### src/rtl/ctrl_pipe_sequencer.sv
// ctrl_pipe_sequencer: ID->EX->WB control pipeline with hazard resolution, forwarding select and event counters.
// Ports: clk/rst (sync, active-high); id_* decode-stage instruction; mem_busy freezes, br_taken squashes;
// ex_*/wb_* registered stage contents; stall_id/flush_id IF/ID control; fwd_a/fwd_b operand selects;
// stall_cnt/flush_cnt saturating bubble/flush event counters.
module ctrl_pipe_sequencer #(
  parameter int CTRL_W      = 16,
  parameter int REGEN_BIT   = 0,
  parameter int LOAD_BIT    = 1,
  parameter int STORE_BIT   = 2,
  parameter int USE_RS1_BIT = 3,
  parameter int USE_RS2_BIT = 4,
  parameter int CNT_W       = 16
) (
  input  logic              clk,
  input  logic              rst,
  input  logic              id_valid,
  input  logic [CTRL_W-1:0] id_ctrl,
  input  logic [4:0]        id_rs1,
  input  logic [4:0]        id_rs2,
  input  logic [4:0]        id_rd,
  input  logic              mem_busy,
  input  logic              br_taken,
  output logic              ex_valid,
  output logic              wb_valid,
  output logic [CTRL_W-1:0] ex_ctrl,
  output logic [CTRL_W-1:0] wb_ctrl,
  output logic [4:0]        ex_rd,
  output logic [4:0]        wb_rd,
  output logic              stall_id,
  output logic              flush_id,
  output logic [1:0]        fwd_a,
  output logic [1:0]        fwd_b,
  output logic [CNT_W-1:0]  stall_cnt,
  output logic [CNT_W-1:0]  flush_cnt
);
  localparam logic [CTRL_W-1:0] WE_MASK = CTRL_W'((1 << REGEN_BIT) | (1 << STORE_BIT));
  logic              r_ex_valid, r_wb_valid;
  logic [CTRL_W-1:0] r_ex_ctrl, r_wb_ctrl;
  logic [4:0]        r_ex_rd, r_wb_rd;
  logic [CNT_W-1:0]  r_stall_cnt, r_flush_cnt;
  logic              w_luh, w_freeze, w_flush, w_bubble, w_take;
  logic              w_ex_fwd, w_wb_fwd;
  assign w_luh = id_valid && r_ex_valid && r_ex_ctrl[LOAD_BIT] && r_ex_rd != 5'd0 &&
                 ((id_ctrl[USE_RS1_BIT] && id_rs1 == r_ex_rd) || (id_ctrl[USE_RS2_BIT] && id_rs2 == r_ex_rd));
  assign w_freeze = mem_busy;
  assign w_flush  = !mem_busy && br_taken;
  assign w_bubble = !mem_busy && !br_taken && w_luh;
  assign w_take   = id_valid && !w_flush && !w_bubble;
  assign stall_id = !rst && (w_freeze || w_bubble);
  assign flush_id = !rst && w_flush;
  // a load result is not available in EX, so only non-load producers forward from EX
  assign w_ex_fwd = r_ex_valid && r_ex_ctrl[REGEN_BIT] && !r_ex_ctrl[LOAD_BIT] && r_ex_rd != 5'd0;
  assign w_wb_fwd = r_wb_valid && r_wb_ctrl[REGEN_BIT] && r_wb_rd != 5'd0;
  assign fwd_a = !id_valid ? 2'b00 : (w_ex_fwd && r_ex_rd == id_rs1) ? 2'b01 :
                 (w_wb_fwd && r_wb_rd == id_rs1) ? 2'b10 : 2'b00;
  assign fwd_b = !id_valid ? 2'b00 : (w_ex_fwd && r_ex_rd == id_rs2) ? 2'b01 :
                 (w_wb_fwd && r_wb_rd == id_rs2) ? 2'b10 : 2'b00;
  always_ff @(posedge clk) begin
    if (rst) begin
      r_ex_valid  <= 1'b0;
      r_ex_ctrl   <= '0;
      r_ex_rd     <= '0;
      r_wb_valid  <= 1'b0;
      r_wb_ctrl   <= '0;
      r_wb_rd     <= '0;
      r_stall_cnt <= '0;
      r_flush_cnt <= '0;
    end else if (!w_freeze) begin
      r_wb_valid  <= r_ex_valid;
      // write enables never leave an empty EX slot
      r_wb_ctrl   <= r_ex_ctrl & (r_ex_valid ? {CTRL_W{1'b1}} : ~WE_MASK);
      r_wb_rd     <= r_ex_rd;
      r_ex_valid  <= w_take;
      r_ex_ctrl   <= w_take ? id_ctrl : '0;
      r_ex_rd     <= w_take ? id_rd : '0;
      r_stall_cnt <= r_stall_cnt + CNT_W'(w_bubble && r_stall_cnt != {CNT_W{1'b1}});
      r_flush_cnt <= r_flush_cnt + CNT_W'(w_flush && r_flush_cnt != {CNT_W{1'b1}});
    end
  end
  assign ex_valid  = r_ex_valid;
  assign ex_ctrl   = r_ex_ctrl;
  assign ex_rd     = r_ex_rd;
  assign wb_valid  = r_wb_valid;
  assign wb_ctrl   = r_wb_ctrl;
  assign wb_rd     = r_wb_rd;
  assign stall_cnt = r_stall_cnt;
  assign flush_cnt = r_flush_cnt;
endmodule

### config.mk
export PLATFORM = sky130hd
export DESIGN_NAME = ctrl_pipe_sequencer
export DESIGN_NICKNAME = d
export VERILOG_FILES = /design/src/rtl/ctrl_pipe_sequencer.sv
export SDC_FILE = /design/constraint.sdc
export NUM_CORES = 1
export LEC_CHECK = 0
export ABC_AREA = 1
export ABC_CLOCK_PERIOD_IN_PS = 2900
export CAP_MARGIN = 10
export CORE_ASPECT_RATIO = 1.2
export CORE_MARGIN = 2
export CORE_UTILIZATION = 46
export CTS_BUF_LIST = sky130_fd_sc_hd__clkbuf_2
export DETAILED_ROUTE_END_ITERATION = 16
export GPL_ROUTABILITY_DRIVEN = 1
export PLACE_DENSITY = 0.85
export SYNTH_ARGS = -nofsm -noshare
export SYNTH_HDL_FRONTEND = slang
export SYNTH_SLANG_ARGS = --single-unit
### constraint.sdc
create_clock -name clk -period 2.9 [get_ports clk]
set_clock_uncertainty 0.2 [all_clocks]
set_input_delay 0.29 -clock clk [delete_from_list [all_inputs] [get_ports clk]]
set_output_delay 0.29 -clock clk [all_outputs]
set_load 0.02 [all_outputs]
==> results of run 1 <==
layer usage:
metal / global-route usage (%) / routed length (um)
met1: 26.3 / 3920
met2: 42.2 / 5030
met3: 5.06 / 571
met4: 11.4 / 285
met5: 0 / 0
worst max-delay path: cells and delay by family:
kind                       cells  cell delay, ps
buffers and inverters          5             950
and+or+nand+nor               10            1080
AOI/OAI and AO/OA              3             330
adders and majority gates      1             230
state kept, by name, summed over array words and instances, names as in the netlist:
| name | count |
|---|---|
| stall_cnt | 16 |
| wb_ctrl | 16 |
| ex_ctrl | 16 |
| flush_cnt | 16 |
| wb_valid | 1 |
| ex_valid | 1 |
| wb_rd | 5 |
| ex_rd | 5 |
kinds of logic (layout without fill, tap and decap cells):
logic type      count (synthesis)  count (layout)  share of synthesized area [%]
simple gates                  222             222                           28.5
compound gates                102             102                           15.6
buf+inv                        72             195                           8.53
xor+xnor                        8               8                           2.01
fa+ha+maj                       5               5                           1.79
flops                          76              76                           43.6
area by class of cell:
| type | instances | area, um2 |
|---|---|---|
| Clock inverter | 5 | 77.6 |
| Sequential cell | 76 | 1530 |
| Inverter | 49 | 186 |
| Timing Repair Buffer | 131 | 1270 |
| Tap cell | 90 | 113 |
| Fill cell | 606 | 2400 |
| Clock buffer | 10 | 50.0 |
| Multi-Input combinational cell | 337 | 1690 |
stage by stage:
stage          instance area [um2]  setup WS, ps  setup TNS (ps)  power [mW]  hold slack, ps
2_1_floorplan                 3490           216               0        1.25             260
3_5_place_dp                  4760          -147            -592        1.40             271
3_3_place_gp                  4760          15.2               0        1.39             258
5_1_grt                       4920          33.2               0        2.10             126
6_report                      4920           188               0        2.01             149
4_1_cts                       4900          29.1               0        2.02             128
cells in the mapped netlist, types with 2 or more instances:
library cell | count | area [um2]
nor2_1 | 72 | 270
dfxtp_1 | 76 | 1520
o21ai_0 | 36 | 180
o221ai_1 | 2 | 17.5
inv_1 | 44 | 165
xnor2_1 | 4 | 35.0
inv_2 | 4 | 15.0
clkbuf_1 | 15 | 56.3
buf_2 | 4 | 20.0
a21oi_1 | 53 | 265
nand3_1 | 17 | 85.1
nand2_1 | 81 | 304
buf_6 | 3 | 33.8
nor2_2 | 4 | 25.0
xor2_1 | 4 | 35.0
nor3_1 | 10 | 50.1
nor3_2 | 3 | 30.0
nand4_1 | 27 | 169
ha_1 | 5 | 62.6
o21ai_1 | 4 | 20.0
report_power, final:
part	switching, mW	total, mW	internal [mW]
Clock	0.351	0.633	0.282
Combinational	0.146	0.278	0.132
Sequential	0.0259	1.10	1.07
Total	0.523	2.01	1.48
timing repair:
item,CTS,global route
hold buffers,1,0
endpoints found under the setup margin,4,9
endpoints found under the hold margin,10,0
gates resized for setup,7,12
worst max path at each step:
stage	start	end	slack [ps]	cells past startpoint
2_1_floorplan	ex_rd[2]	stall_cnt[9]	220	19
3_3_place_gp	id_rs2[0]	stall_cnt[9]	20	19
3_5_place_dp	id_rs2[1]	stall_cnt[9]	-150	19
4_1_cts	ex_rd[4]	fwd_b[0]	30	5
5_1_grt	mem_busy	stall_cnt[9]	30	19
6_report	mem_busy	stall_cnt[9]	190	19
==> reports/summary.txt, run 1 <==
Status - complete, no violations
CTS tree - yes
Slew Viols, Final - 0
CTS clk-pin slew, worst paths - 200 ps
Row cnt - 34
Worst-case clock buffer depth - 2
Syn_area_per_cell - 7.20 um2
Total CTS buffers - 9
I/O Pins - 118
Initial antenna violation count - 0
Fin crit period - 2710 ps
Largest net degree at the start of global routing - 54
Die area - 8300 um2
DRT Pass-1 Iters - 5
Slew margin rel. - 65.1%
Most common cell after layout, fill and taps aside - clkdlybuf4s50_1
Worst EP required - 3090 ps
Hold crit path type - input port to register
Root Buffer - clkbuf_2
Initial drt markers - 169
CP startpoint kind - input port
Ant diodes - 0
Yosys reg bits - 76
Post-CTS Setup Bufs - 0
DP HPWL - 7300 um
Largest fanout on the critical path - 13
Post-Syn Area - 3490 um2
Post-synth top flop - dfxtp_1
EDFF count, synth - 0
Final Wtd Congestion - 0.925
Vias - 3725
CTS sink cnt - 76
Non-Filler Instances - 698
Total GRT Usage - 23.5%
Hold Fails Final Rpt - 0
Crit-path max cell delay - 520 ps
DRC violations left - 0
Util after Layout - 67.3%
Reg-to-Reg Start - ex_rd[1]
Grt ovf - 0
Leak - 1.87 nW
Worst EP arrival - 2900 ps
Worst-Margin Slew - 524 ps
Share of layout cells above drive strength 1 - 9.05%
Worst VDD drop - 333 uV
RR Endpoint - stall_cnt[9]
R2r setup slk - 210 ps
Period utilization - 93.5%
Syn_nets - 526
Yosys warns - 0
CP dominant cell by count - nand2_1
Layout Nets - 645
Worst hold stages - 3
Layout area overhead - 41.0%
Kind of critical path - input port to register
Placed Instances - 682
Starting density of the core - 47.7%
Power per cell area - 408 nW/um2
Post-route ant nets - 0
Ys async rst share - 0%
Commonest cells after routing, fill and taps aside - clkdlybuf4s50_1, nand2_1, nor2_1, dfxtp_1, a21oi_1
Max Cap Viol - 0
First-pass GRT wire length - 16100 um
Post-DR wirelength/cell - 14.1 um
Vias per std cell - 5.34
Seq/Total Area, Yosys - 43.6%
Hold Startpoint - id_ctrl[10]
Syn Inst Count - 485
Reg2Reg Depth - 18
Final Setup Violations - 0
Clk_lat worst skew - 490 ps
Die Y - 99.4 um
Worst setup EP type - register
Core Area - 7320 um2
H-tree depth - 3
Fmax - 0.369 GHz
Detailed Route WL - 9810 um
Hold Path Sink - ex_ctrl[10]
PortBufs - 117
Crit-path cells - dlygate4sd3_1, buf_2, inv_4, nand2_1, inv_1, nand3_1, nor2_1, nand2_2, a31oi_1, ha_2, nand2_1, nor3_2, nand2_1, nor2_2, nand3_1, nor2_1, inv_1, o21ai_1, a21oi_1
Die extent in x - 83.5 um
Yosys cell types - 37
RSZ-0062 raised after global routing - false
Slowest stage cell, crit path - dlygate4sd3_1
Number of global-route vias before repair - 3559
Power figures use the tool's default switching activity.
==> inputs of run 2 (changes only) <==
--- a/config.mk
+++ b/config.mk
@@ -11,7 +11,8 @@
 export CORE_ASPECT_RATIO = 1.2
 export CORE_MARGIN = 2
 export CORE_UTILIZATION = 46
-export CTS_BUF_LIST = sky130_fd_sc_hd__clkbuf_2
+export CTS_BUF_LIST = sky130_fd_sc_hd__clkbuf_16
+export CTS_CLUSTER_SIZE = 14
 export DETAILED_ROUTE_END_ITERATION = 16
 export GPL_ROUTABILITY_DRIVEN = 1
 export PLACE_DENSITY = 0.85
==> reports/summary.txt, run 2 (synthesis gave the netlist of run 1 again) <==
Grt ovf - 0 (unchanged)
RSZ-0062 raised after global routing - false
Final Wtd Congestion - 0.925 (unchanged)
Slew Viols, Final - 0 (unchanged)
Clk_lat worst skew - 330 ps (-160 ps)
Detailed Route WL - 10000 um (+2.1%)
Share of layout cells above drive strength 1 - 8.73% (-0.31 points)
Placed Instances - 682 (unchanged)
Post-CTS Setup Bufs - 0 (unchanged)
Period utilization - 94.8% (+1.3 points)
Dpl ws - -147 ps (unchanged)
Die area - 8300 um2 (unchanged)
Largest net degree at the start of global routing - 54 (unchanged)
Number of global-route vias before repair - 3629 (+2.0%)
Ant diodes - 0 (unchanged)
R2r setup slk - 180 ps (-30 ps)
Core Area - 7320 um2 (unchanged)
CTS clk-pin slew, worst paths - 60 ps (-140 ps)
Largest fanout on the critical path - 6 (-7)
Slew margin rel. - 64.7% (-0.41 points)
CP delay by family, top - simple AND/OR/NAND/NOR gates
RR Endpoint - stall_cnt[9]
Power per cell area - 499 nW/um2 (+22%)
Worst-case clock buffer depth - 2 (unchanged)
Slowest stage cell, crit path - clkdlybuf4s50_1
Final Setup Violations - 0 (unchanged)
Max Cap Viol - 0 (unchanged)
Hold crit path type - input port to register
Total GRT Usage - 24.0% (+0.58 points)
CTS tree - yes
DRC violations left - 0 (unchanged)
Layout area overhead - 45.6%
Post-DR wirelength/cell - 14.4 um (+2.2%)
Worst hold stages - 4 (+1)
Layout Nets - 644 (-0.16%)
Row cnt - 34 (unchanged)
Worst setup EP type - output pin
Kind of critical path - register to output pin
PortBufs - 117 (unchanged)
CTS sink cnt - 76 (unchanged)
H-tree depth - 3 (unchanged)
Initial drt markers - 256 (+51%)
Leak - 1.88 nW (+0.59%)
Vias - 3727 (+0.054%)
Starting density of the core - 47.7% (unchanged)
Fin Setup TNS - 0 ps (unchanged)
Hold_buf cts - 0 (-1)
Crit-path max cell delay - 640 ps (+120 ps)
Worst EP arrival - 2260 ps (-640 ps)
Non-Filler Instances - 697 (-0.14%)
Post-route ant nets - 0 (unchanged)
Worst path bufs/invs - 1 (-4)
Reg-to-Reg Start - ex_rd[2]
Hold Startpoint - mem_busy
Worst VDD drop - 320 uV (-3.9%)
Fin crit period - 2750 ps (+36.6 ps)
Vias per std cell - 5.35 (+0.20%)
Setup ws final - 151 ps (-36.6 ps)
Die extent in x - 83.5 um (unchanged)
Worst EP required - 2410 ps (-680 ps)
I/O Pins - 118 (unchanged)
Crit-path cells - or2_0, nor4_2, or3_1, nor3_1, clkdlybuf4s50_1
First-pass GRT wire length - 16400 um (+1.7%)
Die Y - 99.4 um (unchanged)
Reg2Reg Depth - 18 (unchanged)
Root Buffer - clkbuf_16
DRT Pass-1 Iters - 4 (-1)
Hold Path Sink - flush_cnt[0]
Status - complete, no violations
DP HPWL - 7300 um (unchanged)
Initial antenna violation count - 0 (unchanged)
WHS - 160 ps (+10.7 ps)
Worst-Margin Slew - 530 ps (+6.16 ps)
Commonest cells after routing, fill and taps aside - clkdlybuf4s50_1, nand2_1, dfxtp_1
Most common cell after layout, fill and taps aside - clkdlybuf4s50_1
Hold Fails Final Rpt - 0 (unchanged)
CP startpoint kind - register
Fmax - 0.364 GHz (-1.3%)
Tot Pwr - 2.53 mW (+26%)
Total CTS buffers - 9 (unchanged)
[run 2: cell types whose count changed in the layout (fill, tap and decap cells not counted), sizes merged]
cell	before	now
inv	48	49
clkdlybuf4s50	111	115
clkbuf	11	9
dlygate4sd3	1	0
dlymetal6s2s	3	0
[run 2: how the worst max path moves through the flow]
stage                                to  slack, ps  startpoint  cells past startpoint
final                          fwd_a[0]        150    ex_rd[4]                      5
after global routing      stall_cnt[14]         30   id_rs2[2]                     18
after CTS                  stall_cnt[9]        100    ex_rd[0]                     18
after global placement     stall_cnt[9]         20   id_rs2[0]                     19
after detailed placement   stall_cnt[9]       -150   id_rs2[1]                     19
after floorplan            stall_cnt[9]        220    ex_rd[2]                     19
[run 2: where the power goes]
group / internal [mW] / switching [mW] / leakage, nW
clock network: 0.742 / 0.416 / 0.152
registers: 1.07 / 0.0259 / 0.619
logic: 0.132 / 0.147 / 1.11
[run 2: final cells by class]
type                    count  area, um2
well taps                  90        113
flip-flops and latches     76       1530
clock buffers               9        225
clock inverters             6       81.3
inverters                  49        184
fillers                   579       2230
multi-input cells         337       1690
repair buffers            130       1260
[run 2: repair_timing]
action / CTS / global route
setup endpoints to repair: 1 / 7
pin swaps: 0 / 1
gates cloned: 0 / 0
resized for setup: 1 / 8
[run 2: layer usage]
| layer | routed length (um) | global-route usage [%] |
|---|---|---|
| met3 | 582 | 5.06 |
| met4 | 328 | 12.2 |
| met2 | 5170 | 42.9 |
| met1 | 3940 | 27.1 |
| met5 | 0 | 0 |
[run 2: worst reg2reg max path, cell delays in order (launching register included)]
cell	delay, ps
dfxtp_1	460
inv_2	70
nand2_1	60
nand2_1	50
nor2_1	140
nand4_1	100
nand2_1	100
nand2_2	70
a31oi_1	190
ha_2	230
nand2_1	70
nor3_2	160
nand2_2	100
nor2_2	120
nand3_1	130
nor2_1	120
inv_1	60
o21ai_1	110
a21oi_1	50
[run 2: metrics by stage]
step	utilization [%]	area, um2
4_1_cts	69.2	5060
3_5_place_dp	65.0	4760
3_3_place_gp	65.0	4760
2_1_floorplan	-	3490
6_report	69.5	5080
5_1_grt	69.5	5080
==> inputs of run 3 (changes only) <==
--- a/config.mk
+++ b/config.mk
@@ -19,3 +19,4 @@
 export SYNTH_ARGS = -nofsm -noshare
 export SYNTH_HDL_FRONTEND = slang
 export SYNTH_SLANG_ARGS = --single-unit
+export TNS_END_PERCENT = 10
==> results of run 3 <==
Same layout as run 2: the final DEF is identical, and so are final timing and power.
